--- src/rtl/bo_pkg.sv ---
`default_nettype none
// ============================================================================
//  Module      : bo_pkg
//  Description : Shared definitions for the BO/BC scheduler: FSM state
//                encoding, default parameter values and an index-width
//                helper.
//  Revision    : 1.0 - initial release
// ============================================================================
package bo_pkg;

    // Scheduler FSM states
    typedef enum logic [1:0] {
        S_IDLE  = 2'd0,
        S_START = 2'd1,
        S_WAIT  = 2'd2,
        S_DONE  = 2'd3
    } state_t;

    // Default parameter values
    localparam int c_def_nreq    = 4;
    localparam int c_def_w       = 8;
    localparam int c_def_timeout = 64;

    // Width of an index/counter able to hold 0..n-1; never less than 1 bit
    function automatic int idx_width(input int n);
        return (n > 1) ? $clog2(n) : 1;
    endfunction

endpackage
`default_nettype wire

--- src/rtl/bo_scheduler_rr_picker.sv ---
`default_nettype none
// ============================================================================
//  Module      : rr_picker
//  Description : Combinational round-robin picker. Scans req starting at
//                index ptr (wrapping modulo NREQ) and returns the first
//                set position.
//  Ports       : req   - request vector
//                ptr   - index with highest priority this round
//                id    - index of the winning request
//                valid - at least one request is set
//  Revision    : 1.0 - initial release
// ============================================================================
module rr_picker
    import bo_pkg::*;
#(
    parameter  int NREQ = c_def_nreq,
    localparam int c_pw = idx_width(NREQ)
) (
    input  logic [NREQ-1:0] req,
    input  logic [c_pw-1:0] ptr,
    output logic [c_pw-1:0] id,
    output logic            valid
);

    logic [NREQ-1:0] w_rot;
    logic [c_pw-1:0] w_off;
    logic            w_hit;

    // (a + b) mod NREQ for a, b < NREQ; one extra bit absorbs the carry
    function automatic logic [c_pw-1:0] wrap_add(input logic [c_pw-1:0] a,
                                                 input logic [c_pw-1:0] b);
        logic [c_pw:0] s;
        s = {1'b0, a} + {1'b0, b};
        if (s >= (c_pw+1)'(NREQ)) begin
            s = s - (c_pw+1)'(NREQ);
        end
        return s[c_pw-1:0];
    endfunction

    // Rotate so that the ptr position lands at bit 0
    always_comb begin
        w_rot = '0;
        for (int k = 0; k < NREQ; k++) begin
            w_rot[k] = req[wrap_add(ptr, c_pw'(k))];
        end
    end

    // Priority-encode the rotated vector; descending scan leaves the lowest hit
    always_comb begin
        w_off = '0;
        w_hit = 1'b0;
        for (int k = NREQ - 1; k >= 0; k--) begin
            if (w_rot[k]) begin
                w_off = c_pw'(k);
                w_hit = 1'b1;
            end
        end
    end

    // Un-rotate the offset back to an absolute requester index
    assign id    = wrap_add(ptr, w_off);
    assign valid = w_hit;

endmodule
`default_nettype wire

--- src/rtl/bo_scheduler.sv ---
`default_nettype none
// ============================================================================
//  Module      : bo_scheduler
//  Description : Round-robin scheduler sharing one BO/BC pair among NREQ
//                requesters. Grants a winner, latches its operand, pulses
//                the control FSM start, waits for completion (with a
//                watchdog) and returns the captured result with a done pulse.
//  Ports       : clk, rst        - clock, asynchronous active-high reset
//                req, x_in       - requests and packed operands (W per slot)
//                gnt, done       - one-hot owner / one-cycle completion
//                result, err     - captured result / timeout pulse
//                busy            - scheduler not idle
//                inicio, x_bo    - start pulse and operand to the BO/BC
//                h_in, res_bo    - completion flag and result from BO/BC
//  Revision    : 1.0 - initial release
// ============================================================================
module bo_scheduler
    import bo_pkg::*;
#(
    parameter int NREQ    = c_def_nreq,
    parameter int W       = c_def_w,
    parameter int TIMEOUT = c_def_timeout
) (
    input  logic            clk,
    input  logic            rst,
    input  logic [NREQ-1:0] req,
    input  logic [NREQ*W-1:0] x_in,
    output logic [NREQ-1:0] gnt,
    output logic [NREQ-1:0] done,
    output logic [W-1:0]    result,
    output logic            err,
    output logic            busy,
    output logic            inicio,
    output logic [W-1:0]    x_bo,
    input  logic            h_in,
    input  logic [W-1:0]    res_bo
);

    localparam int c_pw = idx_width(NREQ);
    localparam int c_cw = idx_width(TIMEOUT);

    // Registered state
    state_t          r_state;
    logic [c_pw-1:0] r_id;
    logic [c_pw-1:0] r_ptr;
    logic [c_cw-1:0] r_cnt;
    logic [NREQ-1:0] r_gnt;
    logic [W-1:0]    r_xbo;
    logic [W-1:0]    r_result;
    logic            r_err;
    logic            r_inicio;
    logic            r_busy;

    // Next-state values
    state_t          w_state;
    logic [c_pw-1:0] w_id;
    logic [c_pw-1:0] w_ptr;
    logic [c_cw-1:0] w_cnt;
    logic [NREQ-1:0] w_gnt;
    logic [W-1:0]    w_xbo;
    logic [W-1:0]    w_result;
    logic            w_err;
    logic            w_inicio;
    logic            w_busy;

    // Arbitration result
    logic [c_pw-1:0] w_pid;
    logic            w_pvalid;

    rr_picker #(
        .NREQ (NREQ)
    ) u_picker (
        .req   (req),
        .ptr   (r_ptr),
        .id    (w_pid),
        .valid (w_pvalid)
    );

    always_ff @(posedge clk or posedge rst) begin
        if (rst) begin
            r_state  <= S_IDLE;
            r_id     <= '0;
            r_ptr    <= '0;
            r_cnt    <= '0;
            r_gnt    <= '0;
            r_xbo    <= '0;
            r_result <= '0;
            r_err    <= 1'b0;
            r_inicio <= 1'b0;
            r_busy   <= 1'b0;
        end else begin
            r_state  <= w_state;
            r_id     <= w_id;
            r_ptr    <= w_ptr;
            r_cnt    <= w_cnt;
            r_gnt    <= w_gnt;
            r_xbo    <= w_xbo;
            r_result <= w_result;
            r_err    <= w_err;
            r_inicio <= w_inicio;
            r_busy   <= w_busy;
        end
    end

    always_comb begin
        w_state  = r_state;
        w_id     = r_id;
        w_ptr    = r_ptr;
        w_cnt    = r_cnt;
        w_gnt    = r_gnt;
        w_xbo    = r_xbo;
        w_result = r_result;
        w_err    = 1'b0;
        w_inicio = 1'b0;
        w_busy   = r_busy;

        case (r_state)
            S_IDLE: begin
                if (w_pvalid) begin
                    w_id     = w_pid;
                    w_xbo    = x_in[int'(w_pid)*W +: W];
                    w_gnt    = NREQ'(1) << w_pid;
                    w_cnt    = '0;
                    // inicio is registered, so it is raised on the grant
                    // edge to be high exactly while in START
                    w_inicio = 1'b1;
                    w_busy   = 1'b1;
                    w_state  = S_START;
                end
            end

            S_START: begin
                w_state = S_WAIT;
            end

            S_WAIT: begin
                // The first WAIT cycle (count 0) ignores h_in: a flag left
                // over from the previous run may still be asserted. h_in is
                // tested before the watchdog so it wins a tie.
                if ((r_cnt != '0) && h_in) begin
                    w_result = res_bo;
                    w_state  = S_DONE;
                end else if (r_cnt == c_cw'(TIMEOUT - 1)) begin
                    w_result = '0;
                    w_err    = 1'b1;
                    w_state  = S_DONE;
                end else begin
                    w_cnt = r_cnt + 1'b1;
                end
            end

            S_DONE: begin
                w_gnt   = '0;
                w_busy  = 1'b0;
                w_ptr   = (r_id == c_pw'(NREQ - 1)) ? '0 : r_id + 1'b1;
                w_state = S_IDLE;
            end

            default: begin
                w_state = S_IDLE;
            end
        endcase
    end

    // gnt holds one-hot(id) throughout DONE, so it doubles as the done mask
    assign done   = (r_state == S_DONE) ? r_gnt : '0;
    assign gnt    = r_gnt;
    assign result = r_result;
    assign err    = r_err;
    assign busy   = r_busy;
    assign inicio = r_inicio;
    assign x_bo   = r_xbo;

endmodule
`default_nettype wire

--- config.mk ---
export PLATFORM = sky130hd
export DESIGN_NAME = bo_scheduler
export DESIGN_NICKNAME = d
export VERILOG_FILES = /design/src/rtl/bo_pkg.sv /design/src/rtl/bo_scheduler_rr_picker.sv /design/src/rtl/bo_scheduler.sv
export SDC_FILE = /design/constraint.sdc
export NUM_CORES = 1
export LEC_CHECK = 0
export ABC_AREA = 1
export CAP_MARGIN = 20
export CORE_ASPECT_RATIO = 1.2
export CORE_MARGIN = 3
export CORE_UTILIZATION = 42
export CTS_CLUSTER_SIZE = 14
export DETAILED_ROUTE_END_ITERATION = 8
export PLACE_DENSITY = 0.87
export SYNTH_ARGS = -nofsm -noshare
export SYNTH_HDL_FRONTEND = slang
export SYNTH_SLANG_ARGS = --single-unit
--- constraint.sdc ---
create_clock -name clk -period 2.4 [get_ports clk]
set_clock_uncertainty 0.15 [all_clocks]
set_input_delay 0.72 -clock clk [delete_from_list [all_inputs] [get_ports clk]]
set_output_delay 0.72 -clock clk [all_outputs]
set_load 0.005 [all_outputs]
# [Word-level counts from Yosys, hierarchy flattened]
# Index checks and enable logic that the tools add are counted.
[word_totals] reg_bits=35 in_bits=47 out_inout_bits=27 elab_cells=94
[op_classes] add_sub_neg=11 order_cmp=9 eq_ne=9 n_shift=2 n_mux=42 n_reduce_logical=11
[op_table] op="$shiftx 32x6->8" count=1
[op_table] op="$mux 2" count=13
[op_table] op="$mux 6" count=3
[op_table] op="$mux 8" count=2
[op_table] op="$mux 1" count=14
[op_table] op="$ge 3x3->1 const B" count=4
[op_table] op="$lt 2x3->1 const B" count=4
[op_table] op="$pmux 6 s2" count=1
[op_table] op="$sub 2x1->2 const B" count=5
[op_table] op="$bmux 1 s2" count=4
[op_table] op="$mux 4" count=2
[op_table] op="$pmux 2 s4" count=1
[op_table] op="$pmux 4 s2" count=1
[op_table] op="$reduce_and 2->1" count=4
[op_table] op="$add 2x2->3 const B" count=2
[op_table] op="$add 6x1->6 const B" count=1
[op_table] op="$eq 2x2->1 const B" count=3
[op_table] op="$eq 6x6->1 const B" count=1
[op_table] op="$reduce_bool 2->1" count=3
[op_table] op="$reduce_bool 6->1" count=1
[op_table] op="$ne 2x2->1 const B" count=2
[op_table] op="$reduce_and 4->1" count=1
[op_table] op="$shl 1x2->4 const A" count=1
[op_table] op="$add 2x1->3 const B" count=1
[op_table] op="9 further kinds" count=9

# [Longest topological paths before layout]
# Gate-level depths: netlist of the first run.
[logic_depth] depth_word=15 depth_mapped=17 mapped_depth_nobuf=15

# [Cells and area by module]
# From an unflattened synthesis of the first run, not the netlist that was laid out.
[unflattened] hier_cells=284 area_unflattened_um2=2067.0
[modules_own_cells] module="bo_scheduler" instances=1 cells_per_inst=228 area_each_um2=1808.0 seq_area_each_um2=875.8
[modules_own_cells] module="rr_picker" instances=1 cells_per_inst=56 area_each_um2=259.0 seq_area_each_um2=0.0

# [Least setup slack after synthesis of the first run]
# Ideal clock, no wire load.
[synth_path] path_kind="in2reg" startpoint="input req[0]" endpoint="register r_xbo[0] (netlist: x_bo[0])" setup_time_ns=0.117 t_arrival_ns=2.504 t_required_ns=2.133 setup_slack_ns=-0.371 path_stages=14 n_path_buf=2 path_cell_list="inv_1 nand2_1 nand2_1 nand2_1 nand2_1 a31oi_1 nor2_1 ha_1 buf_2 clkbuf_1 mux2i_1 nand2_2 nand3_2 nand2_1"
[synth_between] elab_chain_len=10 elab_cells_between_ends=22
[synth_rtl] item="start, declared" line="bo_scheduler.sv:26" source="input logic [NREQ-1:0] req,"
[synth_rtl] item="$bmux 1 s2" line="bo_scheduler_rr_picker.sv:44" source="w_rot[k] = req[wrap_add(ptr, c_pw'(k))];"
[synth_rtl] item="$mux 1 (implied by the code)" line="bo_scheduler_rr_picker.sv:44"
[synth_rtl] item="$mux 2 (3 in series)" line="bo_scheduler_rr_picker.sv:53" source="if (w_rot[k]) begin"
[synth_rtl] item="$mux 2 (*)" line="bo_scheduler_rr_picker.sv:53"
[synth_rtl] item="$add 2x2->3 (*)" line="bo_scheduler_rr_picker.sv:33" source="s = {1'b0, a} + {1'b0, b};"
[synth_rtl] item="$ge 3x3->1 / $sub 2x1->2 (equally long branches)" line="bo_scheduler_rr_picker.sv:34, bo_scheduler_rr_picker.sv:35"
[synth_rtl] item="$mux 2 (*)" line="bo_scheduler_rr_picker.sv:34" source="if (s >= (c_pw+1)'(NREQ)) begin"
[synth_rtl] item="named net u_picker.id[0]" line="bo_scheduler_rr_picker.sv:21" source="output logic [c_pw-1:0] id,"
[synth_rtl] item="$shiftx 32x6->8 (*)" line="bo_scheduler.sv:121" source="w_xbo = x_in[int'(w_pid)*W +: W];"
[synth_rtl] item="end signal, assigned" line="bo_scheduler.sv:97" source="r_xbo <= w_xbo;"
[synth_rtl] item="end, declared" line="bo_scheduler.sv:48" source="logic [W-1:0] r_xbo;"
# The timed path passes the listed nets; every way through them passes the cells marked *. The select of a mux whose other input is x is not followed.
# A chain may end at the register's enable or synchronous reset.

# [Final worst setup path of the first run]
[layout_path] startpoint="register r_ptr[0]" endpoint="register r_xbo[2] (netlist: x_bo[2])"
[layout_between] elab_chain_len=13 elab_cells_between_ends=37
[layout_rtl] item="start, declared" line="bo_scheduler.sv:45" source="logic [c_pw-1:0] r_ptr;"
[layout_rtl] item="start signal, assigned" line="bo_scheduler.sv:94" source="r_ptr <= w_ptr;"
[layout_rtl] item="$add 2x2->3" line="bo_scheduler_rr_picker.sv:33"
[layout_rtl] item="$ge 3x3->1 / $sub 2x1->2 (equally long branches)" line="bo_scheduler_rr_picker.sv:34, bo_scheduler_rr_picker.sv:35"
[layout_rtl] item="$mux 2" line="bo_scheduler_rr_picker.sv:34"
[layout_rtl] item="$bmux 1 s2" line="bo_scheduler_rr_picker.sv:44"
[layout_rtl] item="$mux 1 (implied by the code)" line="bo_scheduler_rr_picker.sv:44"
[layout_rtl] item="$mux 2 (4 in series)" line="bo_scheduler_rr_picker.sv:53"
[layout_rtl] item="$add 2x2->3 (*)" line="bo_scheduler_rr_picker.sv:33"
[layout_rtl] item="$ge 3x3->1 / $sub 2x1->2 (equally long branches)" line="bo_scheduler_rr_picker.sv:34, bo_scheduler_rr_picker.sv:35"
[layout_rtl] item="$mux 2 (*)" line="bo_scheduler_rr_picker.sv:34"
[layout_rtl] item="named net u_picker.id[0]" line="bo_scheduler_rr_picker.sv:21"
[layout_rtl] item="$shiftx 32x6->8 (*)" line="bo_scheduler.sv:121"
# Marks and branches as above.

==> flow_metrics.py, run 1 <==
metrics = {
    "critical_path": {
        "worstSetupPathType": "reg2reg",
        "cpMostUsedCell": "nand2_1",
        "cp.required_ps": 2450,
        "arrival_ps": 2430,
        "worst_path_max_delay_cell": "dfrtp_2",
        "cpPeakStageDelay_ps": 430,
        "r2r_cells": 13,
        "crit_start": "r_ptr[0]",
        "cp-start-kind": "flip-flop",
        "r2r_setup_slack_ps": 30,
        "crit_fanout": 6,
        "path_cells": "buf_12 -> nand2_1 -> nand2_1 -> nand2_1 -> nand2_2 -> a31oi_1 -> nor2_1 -> ha_4 -> buf_12 -> mux2i_4 -> nand3_4 -> nand3_2 -> nand2_1",
        "cp-end-kind": "flip-flop",
        "r2r-start": "r_ptr[0]",
    },
    "logic_synthesis": {
        "synthArstFlopShare_pct": 100,
        "yosys.area.top_type": "dfrtp_1",
        "synth_area_leaders": "dfrtp_1, nand2_1, nand3_1",
        "yosys_warnings": 0,
        "synth_edf_count": 0,
        "syn-mean-instance-area_um2": 8.24,
        "syn-num-nets": 336,
        "synth_top_area_share_pct": 37.7,
        "seq_area_frac_synth_pct": 37.7,
        "synth.most_common_cell": "nand2_1",
        "yosys-top-cells-count": "nand2_1, nand3_1, dfrtp_1",
        "synthFlopType": "dfrtp_1",
        "syn_area_um2": 2320,
        "syn_inst": 282,
        "yosys_register_bits": 35,
        "ys_types": 31,
    },
    "power": {
        "peakVddDrop_v": 0.000615,
        "power_density_nw_per_um2": 1630,
        "cellInternalPower_uw": 3260,
        "power_frac_clock_pct": 7.3,
        "p_sw_uw": 2650,
        "sw_frac_of_total_pct": 44.8,
        "fin_total_pwr_uw": 5910,
        "seqPwrFrac_pct": 17.0,
        "combPwrFrac_pct": 75.7,
        "p_leak_uw": 0.00180,
    },
    "routing": {
        "ant_nets": 0,
        "vias_per_cell": 5.25,
        "wl_per_cell_um": 15.5,
        "drc": 0,
        "drtPass1Iterations": 4,
        "drtIter0Drc": 98,
        "dr_total_vias": 2340,
        "wirelength_um": 6910,
    },
    "final_layout": {
        "drive_gt1_share_pct": 31.3,
        "diodes": 0,
        "fill_cells": 380,
        "final_area_um2": 3630,
        "nNetsFinal": 437,
        "final_util_pct": 68.1,
        "fin_cells": 446,
        "syn_to_final_growth_pct": 56.2,
    },
    "placement": {
        "place_area_um2": 3220,
        "portBuffers": 73,
        "routabilityCongestion": 0.824,
        "placed_cells": 423,
        "dp_hpwl_um": 4290,
    },
    "grt": {
        "grt_usage_pct": 19.9,
        "antenna_found_initial": 0,
        "grt_pass1_wl_um": 9950,
        "grt_pass1_vias": 2266,
        "grt_start_max_net_pins": 36,
        "grt_overflow": 0,
    },
    "cts": {
        "cts-root-buf": "clkbuf_8",
        "clkTransAtPathRegs_ps": 80,
        "clockBufferDepth": 2,
        "numCtsBuffers": 5,
        "clkSinkCount": 35,
        "htree_num_levels": 2,
        "cts.hold.buffers_added": 0,
        "cts_tree": "yes",
        "clock_latency_ps": 290,
    },
    "sta": {
        "finalCritPeriodShare_pct": 98.9,
        "holdWs_ps": 333,
        "slew_viol_final": 0,
        "worst_slew_pin_slew_ps": 453,
        "finalHoldViolations": 0,
        "setup_viol": 0,
        "max_slew_margin_pct": 69.8,
        "fmax_ghz": 0.421,
        "fin_crit_ps": 2370,
    },
    "floorplanning": {
        "initial_core_util_pct": 43.6,
        "die_y_um": 87.5,
        "row_count": 29,
        "io_pins": 74,
        "coreArea_um2": 5330,
        "dieArea_um2": 6460,
        "die_w_um": 73.9,
    },
    "job": {
        "maxCapViolCount": 0,
    },
    "worst_hold_path": {
        "holdCritPathClass": "reg2reg",
        "whs_path_depth": 2,
        "min_from": "x_bo[0]",
    },
    "status": {
        "outcome": "finished clean",
    },
}
-- cell usage in the layout (no fill, tap or decap), drive strengths merged --
cell	count
a21oi	1
a31oi	1
buf	32
bufinv	1
clkbuf	9
clkdlybuf4s15	1
clkdlybuf4s50	66
clkinv	1
clkinvlp	1
dfrtp	35
dlymetal6s2s	3
ha	7
inv	25
mux2i	16
nand2	105
nand3	49
nand4	2
nor2	9
nor3	2
o21ai	12
o31ai	1
or2	2
xor2	3
-- stage by stage --
step	TNS, ps	worst slack [ps]
final	0	26.8
after global routing	-730	-90.7
after CTS	0	0.192
after detailed placement	-9010	-608
after global placement	-7040	-492
after floorplan	0	10.2
-- logic make-up (layout without fill, tap and decap cells) --
logic type / count (synthesis) / after routing / share of synthesized area [%]
AO/OA/AOI/OAI: 15 / 15 / 4.04
buffers and inverters: 37 / 139 / 8.62
XOR/XNOR: 3 / 3 / 1.13
flip-flops: 35 / 35 / 37.7
AND/OR/NAND/NOR: 169 / 169 / 37.9
adder cells (fa/ha/maj): 7 / 7 / 3.77
multiplexers: 16 / 16 / 6.89
-- sequential cells by signal, summed over array words and instances, names as in the netlist --
name     count
busy         1
err          1
r_state      2
gnt          4
r_id         2
x_bo         8
r_ptr        2
inicio       1
r_cnt        6
result       8
-- path summary, 6_finish.rpt --
check                      endpoint
max                         x_bo[2]
min                         x_bo[0]
max reg2reg                 x_bo[2]
min reg2reg                 x_bo[0]
max in group asynchronous  r_ptr[0]
min in group asynchronous   x_bo[7]
-- power by group through the flow --
stage          Sequential (uW)  Clock [uW]  Combinational, uW
3_3_place_gp              1020           0               3190
5_1_grt                   1030         468               4760
4_1_cts                   1020         435               4120
2_1_floorplan              991           0               2400
6_report                  1010         432               4470
3_5_place_dp              1020           0               3290
-- cell type report --
cell class / count / area (um2) / share of cell area (%)
multi-input cells: 210 / 1420 / 39.0
repair buffers: 105 / 1050 / 29.1
flip-flops and latches: 35 / 877 / 24.2
inverters: 26 / 119 / 3.27
well taps: 62 / 77.6 / 2.14
clock buffers: 6 / 72.6 / 2.00
clock inverters: 2 / 12.5 / 0.345
-- critical path, delay by kind of cell, from the launching register on --
family	cells	cell delay (ps)
simple gates	8	620
compound gates	1	160
fa+ha+maj	1	340
flops	1	430
buf+inv	2	300
mux	1	280
-- timing repair --
| action | 4_1_cts | 5_1_grt |
|---|---|---|
| gates cloned | 2 | 0 |
| gates resized for setup | 32 | 19 |
| pin swaps | 11 | 7 |
| endpoints found under the setup margin | 18 | 19 |
| setup buffers | 7 | 6 |
-- routing by layer --
layer,routed length [um],track usage [%],vias to the layer above
met4,263,8.40,0
met1,2530,21.8,1111
met2,3750,36.0,94
met3,372,4.85,26
met5,0,0,-
li1,-,-,1109
No activity file was read; power rests on OpenSTA's default activity.
==> inputs of run 2 (changes only) <==
--- a/config.mk
+++ b/config.mk
@@ -7,12 +7,13 @@
 export LEC_CHECK = 0
 export ABC_AREA = 1
 export CAP_MARGIN = 20
-export CORE_ASPECT_RATIO = 1.2
+export CORE_ASPECT_RATIO = 0.9
 export CORE_MARGIN = 3
 export CORE_UTILIZATION = 42
 export CTS_CLUSTER_SIZE = 14
 export DETAILED_ROUTE_END_ITERATION = 8
 export PLACE_DENSITY = 0.87
+export SLEW_MARGIN = 20
 export SYNTH_ARGS = -nofsm -noshare
 export SYNTH_HDL_FRONTEND = slang
 export SYNTH_SLANG_ARGS = --single-unit
==> flow_metrics.py, run 2 (synthesized netlist as in run 1, its figures left out) <==
metrics = {
    "critical_path": {
        "cp-start-kind": "input port",
        "cp.required_ps": 2430,
        "r2r_setup_slack_ps": 50,
        "crit_fanout": 8,
        "r2r-start": "r_ptr[0]",
        "r2r-end": "x_bo[1]",
        "r2r_cells": 13,
        "arrival_ps": 2400,
        "cp-end-kind": "flip-flop",
        "worstSetupPathType": "in2reg",
        "cp-endpoint": "x_bo[1]",
        "crit_start": "req[3]",
    },
    "sta": {
        "fin_crit_ps": 2370,
        "finalCritPeriodShare_pct": 98.6,
        "setup_viol": 0,
        "max_slew_margin_pct": 70.5,
        "slew_viol_final": 0,
        "setup_tns_ps": 0,
        "fmax_ghz": 0.423,
        "finalHoldViolations": 0,
        "worst_slew_pin_slew_ps": 443,
    },
    "power": {
        "cellInternalPower_uw": 3150,
        "seqPwrFrac_pct": 17.8,
        "sw_frac_of_total_pct": 44.9,
        "p_leak_uw": 0.00183,
        "fin_total_pwr_uw": 5710,
        "power_density_nw_per_um2": 1570,
        "peakVddDrop_v": 0.00106,
        "combPwrFrac_pct": 75.2,
        "p_sw_uw": 2560,
        "power_frac_clock_pct": 7.1,
    },
    "routing": {
        "ant_nets": 0,
        "vias_per_cell": 5.06,
        "drtPass1Iterations": 4,
        "dr_total_vias": 2311,
        "wirelength_um": 6660,
        "drc": 0,
        "drtIter0Drc": 116,
        "wl_per_cell_um": 14.6,
    },
    "cts": {
        "cts.hold.buffers_added": 0,
        "cts_tree": "yes",
        "clockBufferDepth": 2,
        "htree_num_levels": 2,
        "cts-root-buf": "clkbuf_8",
        "clkSinkCount": 35,
        "clock_latency_ps": 280,
        "clkTransAtPathRegs_ps": 70,
        "numCtsBuffers": 5,
    },
    "floorplanning": {
        "dieArea_um2": 6460,
        "row_count": 25,
        "io_pins": 74,
        "die_w_um": 84.4,
        "coreArea_um2": 5290,
        "initial_core_util_pct": 44.0,
        "die_y_um": 76.6,
    },
    "final_layout": {
        "diodes": 0,
        "drive_gt1_share_pct": 31.5,
        "syn_to_final_growth_pct": 56.2,
        "final_common_cell": "nand2_1",
        "fill_cells": 406,
        "nNetsFinal": 443,
        "final_util_pct": 68.6,
        "final_cell_mix": "nand2_1, clkdlybuf4s50_1, nand3_1, dfrtp_1, nand2_2",
    },
    "placement": {
        "dp_hpwl_um": 4410,
        "portBuffers": 73,
        "routabilityCongestion": 0.838,
    },
    "grt": {
        "grt_usage_pct": 20.2,
        "grt_start_max_net_pins": 36,
        "grt_overflow": 0,
        "antenna_found_initial": 0,
        "grt_pass1_wl_um": 10800,
        "grt_pass1_vias": 2385,
    },
    "job": {
        "maxCapViolCount": 0,
    },
    "worst_hold_path": {
        "min_from": "x_bo[3]",
        "whs_path_depth": 2,
        "holdCritPathClass": "reg2reg",
    },
    "status": {
        "outcome": "finished clean",
    },
}
[run 2: cell count changes in the layout (fill, tap and decap cells not counted), sizes merged]
| cell | before | now |
|---|---|---|
| clkbuf | 9 | 7 |
| clkinvlp | 1 | 0 |
| clkdlybuf4s50 | 66 | 65 |
| dlymetal6s2s | 3 | 4 |
| buf | 32 | 39 |
| nand2 | 105 | 106 |
| clkdlybuf4s15 | 1 | 2 |
[run 2: power groups by stage]
stage | clock, uW | combinational [uW] | sequential (uW)
final | 403 | 4290 | 1010
after global routing | 443 | 4650 | 1050
after CTS | 416 | 4030 | 1020
after detailed placement | 0 | 3360 | 1020
after global placement | 0 | 3240 | 1020
after floorplan | 0 | 2400 | 991
[run 2: layer usage]
layer	vias to the layer above	wire (um)	part of all wire [%]	GRT usage, %
met5	-	0	0	0
met4	0	162	2.4	6.33
met3	20	323	4.9	4.11
met2	78	3480	52	35.9
met1	1082	2690	40	24.3
li1	1131	-	-	-
[run 2: how the worst min path moves through the flow]
stage | end | slack [ps]
global route | x_bo[5] | 360
floorplan | r_ptr[0] | 310
detailed placement | x_bo[2] | 310
CTS | x_bo[4] | 340
global placement | x_bo[4] | 320
finish | x_bo[3] | 340
[run 2: cell type report]
| cell class | instances | area, um2 | area share, % |
|---|---|---|---|
| Clock inverter | 1 | 5.00 | 0.138 |
| Inverter | 26 | 116 | 3.21 |
| Sequential cell | 35 | 877 | 24.2 |
| Clock buffer | 7 | 76.3 | 2.10 |
| Tap cell | 67 | 83.8 | 2.31 |
| Timing Repair Buffer | 110 | 1070 | 29.6 |
| Multi-Input combinational cell | 211 | 1400 | 38.4 |
[run 2: timing repair]
action                                  4_1_cts  5_1_grt
buffers inserted                             10        7
endpoints found under the hold margin         0        0
gates cloned                                  2        1
pin swaps                                    15       15
endpoints found under the setup margin       17       18
resized for setup                            30       28
[run 2: worst max-delay path, stage by stage]
cell and delay (ps):
clkdlybuf4s15_2 200, inv_1 50, nand2_1 40, nand2_1 60
nand2_1 80, a31oi_2 190, nor2_2 80, ha_4 310
buf_8 150, mux2i_1 240, nand3_1 130, nand3_2 90
nand2_1 50
[run 2: through the flow]
stage	area, um2	worst slack [ps]	hold WS (ps)	instances
after floorplan	2360	10.2	310	282
after global placement	3250	-521	316	431
after detailed placement	3250	-585	314	431
after CTS	3500	1.24	339	451
after global routing	3630	-106	365	457
final	3630	33.6	340	457
==> inputs of run 3 (changes only) <==
--- a/config.mk
+++ b/config.mk
@@ -7,9 +7,11 @@
 export LEC_CHECK = 0
 export ABC_AREA = 1
 export CAP_MARGIN = 20
+export CELL_PAD_IN_SITES_DETAIL_PLACEMENT = 0
+export CELL_PAD_IN_SITES_GLOBAL_PLACEMENT = 2
 export CORE_ASPECT_RATIO = 0.9
 export CORE_MARGIN = 3
-export CORE_UTILIZATION = 42
+export CORE_UTILIZATION = 24
 export CTS_CLUSTER_SIZE = 14
 export DETAILED_ROUTE_END_ITERATION = 8
 export PLACE_DENSITY = 0.87
==> flow_metrics.py, run 3 (synthesized netlist as in run 1, its figures left out) <==
metrics = {
    "status": {
        "outcome": "finished clean",
    },
    "power": {
        "peakVddDrop_v": 0.000541,
        "fin_total_pwr_uw": 5730,
        "p_leak_uw": 0.00176,
        "power_density_nw_per_um2": 1560,
    },
    "grt": {
        "grt_pass1_wl_um": 10300,
        "grt_pass1_vias": 2137,
        "grt_overflow": 0,
        "grt_usage_pct": 11.8,
        "antenna_found_initial": 0,
        "grt_start_max_net_pins": 36,
    },
    "routing": {
        "drc": 0,
        "ant_nets": 0,
        "wl_per_cell_um": 12.3,
        "dr_total_vias": 2166,
        "drtPass1Iterations": 4,
        "drtIter0Drc": 74,
        "vias_per_cell": 4.28,
        "wirelength_um": 6240,
    },
    "cts": {
        "cts.hold.buffers_added": 0,
        "cts_tree": "yes",
        "clock_latency_ps": 280,
        "cts-root-buf": "clkbuf_8",
        "htree_num_levels": 2,
        "numCtsBuffers": 5,
        "clkSinkCount": 35,
        "clockBufferDepth": 2,
        "clkTransAtPathRegs_ps": 70,
    },
    "floorplanning": {
        "die_y_um": 99.3,
        "io_pins": 74,
        "die_w_um": 110,
        "coreArea_um2": 9250,
        "row_count": 33,
        "dieArea_um2": 10900,
        "initial_core_util_pct": 25.1,
    },
    "critical_path": {
        "cp.buffers_inverters": 2,
        "worst_path_max_delay_cell": "clkdlybuf4s50_1",
        "cp-end-kind": "output pin",
        "cpPeakStageDelay_ps": 490,
        "cp-start-kind": "flip-flop",
        "arrival_ps": 1450,
        "crit_family": "buffers and inverters",
        "worstSetupPathType": "reg2out",
        "crit_fanout": 5,
        "path_cells": "ha_4 -> nand2_1 -> inv_1 -> clkdlybuf4s50_1",
        "cp.required_ps": 1530,
    },
    "final_layout": {
        "final_util_pct": 39.8,
        "diodes": 0,
        "final_area_um2": 3680,
        "final_common_cell": "nand2_1",
        "syn_to_final_growth_pct": 58.3,
        "drive_gt1_share_pct": 30.7,
        "nNetsFinal": 438,
        "final_cell_mix": "nand2_1, clkdlybuf4s50_1, nand3_1, dfrtp_1, nand2_2",
    },
    "sta": {
        "max_slew_margin_pct": 69.5,
        "setup_viol": 0,
        "slew_viol_final": 0,
        "worst_slew_pin_slew_ps": 458,
        "setup_slack_ps": 80.8,
        "fin_crit_ps": 2320,
        "setup_tns_ps": 0,
        "finalCritPeriodShare_pct": 96.6,
        "fmax_ghz": 0.431,
        "finalHoldViolations": 0,
    },
    "worst_hold_path": {
        "holdCritPathClass": "reg2reg",
    },
    "placement": {
        "portBuffers": 73,
        "place_area_um2": 3340,
        "routabilityCongestion": 0.751,
        "dp_slack_ps": -589,
        "dp_hpwl_um": 4530,
    },
    "job": {
        "maxCapViolCount": 0,
    },
}
==> run 3: changes by cell type in the layout (fill, tap and decap cells not counted), sizes merged <==
| cell | delta |
|---|---|
| buf | -8 |
| clkbuf | +4 |
| clkdlybuf4s50 | +3 |
| dlymetal6s2s | -3 |
| clkdlybuf4s15 | -2 |
| bufinv | +1 |
| clkinv | -1 |
==> run 3: layout make-up <==
type | instances | area [um2]
fillers | 952 | 5570
clock inverters | 1 | 30.0
multi-input cells | 211 | 1400
repair buffers | 105 | 1030
inverters | 26 | 116
clock buffers | 6 | 72.6
flip-flops and latches | 35 | 877
well taps | 122 | 153
==> run 3: metal layers <==
metal	GRT usage (%)	vias up	routed length, um
met2	19.4	49	3000
met5	0	-	0
met4	2.59	0	53
met3	3.57	6	450
met1	15.1	997	2740
li1	-	1114	-
==> run 3: worst paths after layout <==
kind / start / end / slack (ps) / cells past startpoint
max in group asynchronous: rst / r_ptr[0] / 1060 / 3
max: r_state[1] / done[2] / 80 / 4
min in group asynchronous: rst / r_cnt[3] / 690 / 3
max reg2reg: r_ptr[0] / x_bo[3] / 90 / 12
min: x_bo[3] / x_bo[3] / 330 / 2
min reg2reg: x_bo[3] / x_bo[3] / 330 / 2
==> run 3: power by group <==
part,internal [uW],total (uW),switching [uW]
registers,833,1010,181
logic,2120,4210,2090
clock network,304,509,205
total,3250,5730,2480
==> run 3: tightest hold or removal path, stage by stage (launching register included) <==
cell	delay [ps]
dfrtp_1	340
nand2_1	60
nand2_1	50
==> run 3: timing repair <==
item,CTS,global route
cloned,2,0
endpoints found under the setup margin,17,17
resized for setup,24,22
pin swaps,11,10
setup buffers,3,5
==> run 3: stage by stage <==
step                      instances  hold WS, ps
after floorplan                 282          310
after global placement          489          316
after detailed placement        489          323
after CTS                       501          335
after global routing            506          369
final                           506          327
